<file path="config.mk">
export PLATFORM = sky130hd
export DESIGN_NAME = win_addr_gen
export DESIGN_NICKNAME = d
export VERILOG_FILES = /design/src/rtl/win_addr_pkg.sv /design/src/rtl/win_cnt.sv /design/src/rtl/win_addr_gen.sv
export SDC_FILE = /design/constraint.sdc
export NUM_CORES = 1
export LEC_CHECK = 0
export ABC_AREA = 0
export CAP_MARGIN = 15
export CORE_AREA = 3 3 112 114
export CTS_BUF_LIST = sky130_fd_sc_hd__clkbuf_2 sky130_fd_sc_hd__clkbuf_4 sky130_fd_sc_hd__clkbuf_8
export CTS_CLUSTER_DIAMETER = 120
export DETAILED_ROUTE_END_ITERATION = 6
export DIE_AREA = 0 0 115 117
export PLACE_DENSITY_LB_ADDON = 0.08
export SLEW_MARGIN = 20
export SYNTH_ARGS = -nofsm -noshare
export SYNTH_HDL_FRONTEND = slang
export SYNTH_HIERARCHICAL = 1
export SYNTH_SLANG_ARGS = --single-unit
</file>
<file path="constraint.sdc">
create_clock -name clk -period 3.7 [get_ports clk]
set_input_delay 0.74 -clock clk [delete_from_list [all_inputs] [get_ports clk]]
set_output_delay 0.74 -clock clk [all_outputs]
set_load 0.01 [all_outputs]
</file>
<file path="src/rtl/win_addr_pkg.sv">
// Shared types and width helpers for the window address generator.
// The state type is also exported on dbg_state so checkers can bind to it.
package win_addr_pkg;

    typedef enum logic [1:0] {
        IDLE = 2'd0,
        LOAD = 2'd1,
        RUN  = 2'd2
    } state_t;

    // Bits needed to index 0..v-1, never less than one bit.
    function automatic int clog2_min1(input int v);
        return (v <= 2) ? 1 : $clog2(v);
    endfunction

    // Width of a linear pixel address for a w x h image.
    function automatic int addr_width(input int w, input int h);
        return clog2_min1(w * h);
    endfunction

endpackage

</file>
<file path="src/rtl/win_cnt.sv">
// Column/row position counter for one window burst.
// It holds at the final position so a late enable cannot wrap it.
module win_cnt
    import win_addr_pkg::*;
#(
    parameter int WIN_W = 24,
    parameter int WIN_H = 24,
    localparam int CW = clog2_min1(WIN_W),
    localparam int RW = clog2_min1(WIN_H)
) (
    input  logic          clk,
    input  logic          rst,
    input  logic          clr,
    input  logic          en,
    output logic [CW-1:0] col,
    output logic [RW-1:0] row,
    output logic          col_wrap,
    output logic          done
);

    assign col_wrap = (col == CW'(WIN_W - 1));
    assign done     = col_wrap && (row == RW'(WIN_H - 1));

    always_ff @(posedge clk or posedge rst) begin
        if (rst) begin
            col <= '0;
            row <= '0;
        end else if (clr) begin
            col <= '0;
            row <= '0;
        end else if (en && !done) begin
            if (col_wrap) begin
                col <= '0;
                row <= row + RW'(1);
            end else begin
                col <= col + CW'(1);
            end
        end
    end

endmodule

</file>
<file path="src/rtl/win_addr_gen.sv">
// Window address generator: turns an accepted (x, y) origin into a burst of
// row-major pixel addresses, either one pixel or a full WIN_W x WIN_H window.
module win_addr_gen
    import win_addr_pkg::*;
#(
    parameter int IMG_WIDTH  = 41,
    parameter int IMG_HEIGHT = 50,
    parameter int WIN_W      = 24,
    parameter int WIN_H      = 24,
    localparam int W_ADDR = addr_width(IMG_WIDTH, IMG_HEIGHT),
    localparam int XW     = clog2_min1(IMG_WIDTH),
    localparam int YW     = clog2_min1(IMG_HEIGHT)
) (
    input  logic              clk,
    input  logic              rst,
    input  logic              org_valid,
    output logic              org_ready,
    input  logic [XW-1:0]     org_x,
    input  logic [YW-1:0]     org_y,
    input  logic              org_mode,
    output logic              addr_valid,
    input  logic              addr_ready,
    output logic [W_ADDR-1:0] addr_data,
    output logic              addr_last,
    output logic              err,
    output state_t            dbg_state
);

    localparam int WC = W_ADDR + 1;
    localparam int CW = clog2_min1(WIN_W);
    localparam int RW = clog2_min1(WIN_H);

    // Both ports use valid/ready: a transfer happens on a rising edge where
    // valid && ready; a producer keeps valid and payload stable until then.

    state_t            state;
    logic [XW-1:0]     x_q;
    logic [YW-1:0]     y_q;
    logic              mode_q;
    logic [W_ADDR-1:0] row_base;
    logic [W_ADDR-1:0] cur;

    logic [CW-1:0]     col;
    logic [RW-1:0]     row;
    logic              col_wrap;
    logic              done;
    logic              cnt_clr;
    logic              cnt_en;

    logic [WC-1:0]     x_ext;
    logic [WC-1:0]     y_ext;
    logic              range_ok;
    logic [W_ADDR-1:0] base;
    logic              next_last;

    assign x_ext = WC'(x_q);
    assign y_ext = WC'(y_q);

    // One extra bit so x + WIN_W cannot wrap before the compare.
    always_comb begin
        range_ok = 1'b0;
        if (mode_q) begin
            range_ok = (x_ext + WC'(WIN_W) <= WC'(IMG_WIDTH)) &&
                       (y_ext + WC'(WIN_H) <= WC'(IMG_HEIGHT));
        end else begin
            range_ok = (x_ext < WC'(IMG_WIDTH)) && (y_ext < WC'(IMG_HEIGHT));
        end
    end

    assign base = W_ADDR'(x_q) + W_ADDR'(y_q) * W_ADDR'(IMG_WIDTH);

    // Whether the beat after the one now being accepted closes the window.
    always_comb begin
        next_last = 1'b0;
        if (col_wrap) begin
            next_last = (WIN_W == 1) && (int'(row) == WIN_H - 2);
        end else begin
            next_last = (int'(col) == WIN_W - 2) && (int'(row) == WIN_H - 1);
        end
    end

    assign cnt_clr = (state == LOAD);
    assign cnt_en  = (state == RUN) && addr_ready;

    win_cnt #(
        .WIN_W (WIN_W),
        .WIN_H (WIN_H)
    ) u_cnt (
        .clk      (clk),
        .rst      (rst),
        .clr      (cnt_clr),
        .en       (cnt_en),
        .col      (col),
        .row      (row),
        .col_wrap (col_wrap),
        .done     (done)
    );

    always_ff @(posedge clk or posedge rst) begin
        if (rst) begin
            state      <= IDLE;
            x_q        <= '0;
            y_q        <= '0;
            mode_q     <= 1'b0;
            row_base   <= '0;
            cur        <= '0;
            addr_valid <= 1'b0;
            addr_last  <= 1'b0;
        end else begin
            case (state)
                IDLE: begin
                    if (org_valid) begin
                        x_q    <= org_x;
                        y_q    <= org_y;
                        mode_q <= org_mode;
                        state  <= LOAD;
                    end
                end
                LOAD: begin
                    if (!range_ok) begin
                        state <= IDLE;
                    end else begin
                        row_base   <= base;
                        cur        <= base;
                        addr_valid <= 1'b1;
                        addr_last  <= !mode_q || ((WIN_W == 1) && (WIN_H == 1));
                        state      <= RUN;
                    end
                end
                RUN: begin
                    if (addr_ready) begin
                        if (!mode_q || done) begin
                            addr_valid <= 1'b0;
                            addr_last  <= 1'b0;
                            state      <= IDLE;
                        end else begin
                            if (col_wrap) begin
                                row_base <= row_base + W_ADDR'(IMG_WIDTH);
                                cur      <= row_base + W_ADDR'(IMG_WIDTH);
                            end else begin
                                cur <= cur + W_ADDR'(1);
                            end
                            addr_last <= next_last;
                        end
                    end
                end
                default: state <= IDLE;
            endcase
        end
    end

    // err is decoded in LOAD, where addr_valid is always low.
    assign err       = (state == LOAD) && !range_ok;
    assign org_ready = (state == IDLE);
    assign addr_data = cur;
    assign dbg_state = state;

endmodule

</file>
# --- Word level (Yosys, flattened, before mapping) ---
# Index checks and enable logic that the tools add are counted.
classes:
  reduce_logical: 22
  n_lt_le_gt_ge: 4
  n_addsub: 7
  n_eq_ne: 12
  n_mul: 1
  n_mux: 30
ops:
  columns: ["cell", "count"]
  rows:
  - ["$mux W12", 7]
  - ["$pmux W12 S2", 2]
  - ["$mux W5", 6]
  - ["$eq A5 B5 Y1 const B", 4]
  - ["$add A6 B5 Y7 const B", 2]
  - ["$le A7 B6 Y1 const B", 2]
  - ["$add A12 B1 Y12 const B", 1]
  - ["$add A12 B6 Y12 const B", 1]
  - ["$add A6 B12 Y12", 1]
  - ["$lt A6 B6 Y1 const B", 2]
  - ["$mul A6 B6 Y12 const B", 1]
  - ["$add A5 B1 Y5 const B", 2]
  - ["$mux W1", 8]
  - ["$mux W2", 4]
  - ["$reduce_and A4 Y1", 2]
  - ["$logic_and A1 B1 Y1", 7]
  - ["$ne A2 B1 Y1 const B", 3]
  - ["$ne A2 B2 Y1 const B", 3]
  - ["$pmux W2 S3", 1]
  - ["$reduce_and A3 Y1", 2]
  - ["$reduce_bool A2 Y1", 3]
  - ["$reduce_and A5 Y1", 1]
  - ["$pmux W1 S2", 2]
  - ["$reduce_and A2 Y1", 2]
  - ["5 further kinds", 7]
word_totals:
  in_bits: 17
  out_inout_bits: 18
  register_bits: 51
  wordCells: 86

# --- Logic depth before layout (Yosys ltp) ---
# Gate-level depths: netlist of run 1.
depth:
  ltp_word: 6
  depth_mapped: 11
  depth_no_buf: 11

# --- By module ---
# The synthesis of run 1 kept the hierarchy.
by_module_without_submodules:
  columns: ["module", "area_each_um2", "instances", "cells_per_inst", "seq_area_each_um2"]
  rows:
  - ["win_addr_gen", 3507.1, 1, 389, 1026.0]
  - ["win_cnt", 574.3, 1, 59, 250.2]

# --- Least setup slack after synthesis of run 1 ---
# No wires, ideal clock.
synth_path:
  path_kind: "register -> register"
  start: "register y_q[2]"
  end: "register row_base[10]"
  required_time_ps: 3579
  stages_incl_launch_ff: 12
  setup_time_ps: 121
  period_less_slack_ps: 3211
  t_arrival_ps: 3090
  path_slack_ps: 489
  n_path_buf: 0
  cell_sequence: "dfrtp_1 ha_1 ha_1 ha_1 fa_1 ha_1 nand3_1 o211ai_1 o41ai_1 xor2_1 o21ai_0 a22o_1"
synth_via:
  elab_chain_cells: 6
  word_cells_on_any_way: 12
  cone_classes: "add/sub (2); mul (1); order compare (2); eq/ne (1); mux (3); reduce/logical (3)"
synth_rtl:
  columns: ["item", "line", "rtl"]
  rows:
  - ["start: declaration", "win_addr_gen.sv:38", "logic [YW-1:0] y_q;"]
  - ["start signal: assignment", "win_addr_gen.sv:114", "y_q <= org_y;"]
  - ["branches (longest 6 deep; another with $mul A6 B6 Y12)", null, null]
  - ["end signal: assignment", "win_addr_gen.sv:123", "row_base <= base;"]
  - ["end signal: assignment", "win_addr_gen.sv:138", "row_base <= row_base + W_ADDR'(IMG_WIDTH);"]
  - ["end: declaration", "win_addr_gen.sv:40", "logic [W_ADDR-1:0] row_base;"]
# Several ways; the timed one is not identified. The select of a mux whose other input is x is not followed.
# A chain may end at the register's enable or synchronous reset.

# --- Worst setup path after layout of run 1 ---
layout_path:
  start: "register y_q[2]"
  end: "register row_base[7]"
# The elaborated chain is that of the path after synthesis.

==> results of run 1 <==
cell families after synthesis:
kind of cell,after synthesis,share of synthesized area
AND/OR/NAND/NOR,153,0.200
AO/OA/AOI/OAI,116,0.189
adder cells (fa/ha/maj),47,0.150
buffers and inverters,37,0.0426
flip-flops,51,0.313
XOR/XNOR,22,0.0472
multiplexers,22,0.0589
registers in the layout (all words and copies together), names as in the netlist:
name,count
addr_data,12
addr_last,1
addr_valid,1
dbg_state,2
mode_q,1
row_base,12
u_cnt/col,5
u_cnt/row,5
x_q,6
y_q,6
path summary, 6_finish.rpt:
check	endpoint	slack, ns
setup reg to reg	row_base[7]	0.19
max in group asynchronous	row_base[10]	2.33
hold reg to reg	addr_last	0.54
hold / removal	addr_last	0.54
setup / recovery	row_base[7]	0.19
min in group asynchronous	u_cnt/col[0]	0.76
power breakdown:
| group | switching (W) | internal [W] |
|---|---|---|
| Clock | 0.000214 | 0.000134 |
| Combinational | 0.00187 | 0.00161 |
| Sequential | 0.000356 | 0.000779 |
cell usage in the layout, fill, tap and decap left out, drive strengths merged, types with 16 or more instances in the layout:
master	instances
a21oi	23
dfrtp	51
mux2	16
nand2	40
nor2	26
o21ai	31
ha	44
nand3	18
inv	16
clkdlybuf4s50	34
through the flow:
stage          cells  utilization  worst slack (ns)  instance area, um^2  total power [W]
2_1_floorplan    448            -             0.489                 4080          0.00370
3_3_place_gp     610        0.394             0.252                 4530          0.00461
3_5_place_dp     610        0.394             0.187                 4540          0.00462
4_1_cts          618        0.401             0.189                 4620          0.00501
5_1_grt          618        0.402            0.0153                 4630          0.00555
6_report         618        0.402             0.194                 4630          0.00497
area by class of cell:
cell class	instances	area [um^2]
Clock inverter	3	18.8
Fill cell	1165	6890
Tap cell	143	179
Sequential cell	51	1280
Inverter	16	61.3
Multi-Input combinational cell	360	2640
Timing Repair Buffer	40	385
Clock buffer	5	68.8
per-layer routing:
layer  global-route usage  share of wire  wire length (um)
met5                    0              0                 0
met4               0.0329         0.0099               105
met3               0.0231          0.035               374
met2                0.270           0.47              4930
met1                0.236           0.49              5160
worst reg2reg max path, cell delays in order (launching register included):
cell and delay [ns]:
dfrtp_1 0.46, ha_1 0.31, ha_1 0.27, ha_1 0.31
fa_1 0.45, ha_1 0.36, o21a_1 0.12, o31a_1 0.16
o21ai_0 0.34, a211o_1 0.22, o311ai_0 0.14, a22o_1 0.28
==> flow_summary.toml, run 1 <==
[grt]
track_usage = 0.165
globalRouteOverflowTotal = 0
antenna_found_initial = 0
grt_pass1_wl_mm = 17.8
grt_max_degree = 30
grt_pass1_vias = 3438

[synthesis]
syn-instance-count = 448
synth.top_cells.by_count = "51 x dfrtp_1, 44 x ha_1, 38 x nand2_1"
synth_top_area_share = 0.313
ys.flop_type = "dfrtp_1"
syn_nets = 512
synth_edf_count = 0
avgSynthCellArea_um2 = 9.11
post-synth-top-count-cell = "dfrtp_1"
syn-cell-area_um2 = 4080
synthTopCellsByArea = "dfrtp_1 31%, ha_1 13%, mux2_2 3.9%"
ys_ff_latch = 51
async_flop_share = 1.00
synth-seq-area-share = 0.313
post_synth_num_cell_types = 68
synth_top_cell_by_area = "dfrtp_1"
ys_warn_count = 6

[die]
rows = 39
core_um2 = 11500
die_area_um2 = 13500
start_util = 0.354
die_h_um = 117
ios = 35
die_x_um = 115

[hold_path]
min_path_cells = 2
worst_hold_path_type = "register to register"
hp-start = "addr_last"

[worst_setup_path]
crit_slowest_cell = "dfrtp_1"
path_depth = 11
slowest_delay_ns = 0.46
crit_type = "register to register"
cp-startpoint = "y_q[2]"
worst-r2r-cell-count = 11
timing.rr.start = "y_q[2]"
endpoint_kind = "register"
cp_top_family = "adder cells"
critPathLaunchType = "register"
crit_chain = "ha_1 -> ha_1 -> ha_1 -> fa_1 -> ha_1 -> o21a_1 -> o31a_1 -> o21ai_0 -> a211o_1 -> o311ai_0 -> a22o_1"
crit_required_ns = 3.93
cp.arrival_ns = 3.73
critical_path.max_fanout = 6
cp_common_cell = "ha_1"
crit_buf_inv = 0

[job]
maxCapViolations = 0

[power]
p_per_area_nw_per_um2 = 1070
leakage_nw = 1.98
irDropWorstVdd_mv = 0.476

[clock_tree]
cts_resized = 0
root_buffer = "clkbuf_8"
path_clk_slew_ns = 0.12
cts-htree-levels = 2
cts_hold_buf = 0
clock_latency_ns = 0.33
post_cts_buffers = 0
numCtsBuffers = 5
clock_sinks = 51
cts_tree = "built"
cts_buffer_depth = 2

[placement]
post-dp-hpwl_mm = 7.76
numPortBuffers = 34
place.gp.congestion = 0.817

[cells_and_area]
syn2layout_area_growth_pct = 13.5
drive_gt1_frac = 0.0884
n_antenna_cell = 0
nNetsFinal = 538

[timing]
min_period_ns = 3.51
finalMaxSlewViolations = 0
fmax_ghz = 0.285
final-setup-viol-count = 0
rsz0062_at_grt = "no"
hold_slack_ns = 0.536
hold_violations = 0
worst_pin_slew_ns = 1.05
setup_tns_ns = 0
finClkSkew_ns = 0.0202
slew-limit-headroom = 0.299
period_share = 0.948

[drt]
ant_nets = 0
drtIter0Drc = 175
post_drt_wl_per_cell_um = 17.1
drc = 0
via_count = 3512
first_pass_iters = 4
routed_wl_mm = 10.6
viasPerCell = 5.68

[status]
status = "completed"
Note: power is estimated with default switching activity, not from simulation.
==> run 2, diff against run 1 <==
--- a/config.mk
+++ b/config.mk
@@ -12,6 +12,7 @@
 export CTS_CLUSTER_DIAMETER = 120
 export DETAILED_ROUTE_END_ITERATION = 6
 export DIE_AREA = 0 0 115 117
+export GPL_TIMING_DRIVEN = 1
 export PLACE_DENSITY_LB_ADDON = 0.08
 export SLEW_MARGIN = 20
 export SYNTH_ARGS = -nofsm -noshare
==> results of run 2 <==
No change in the layout: final DEF, timing and power equal those of run 1.
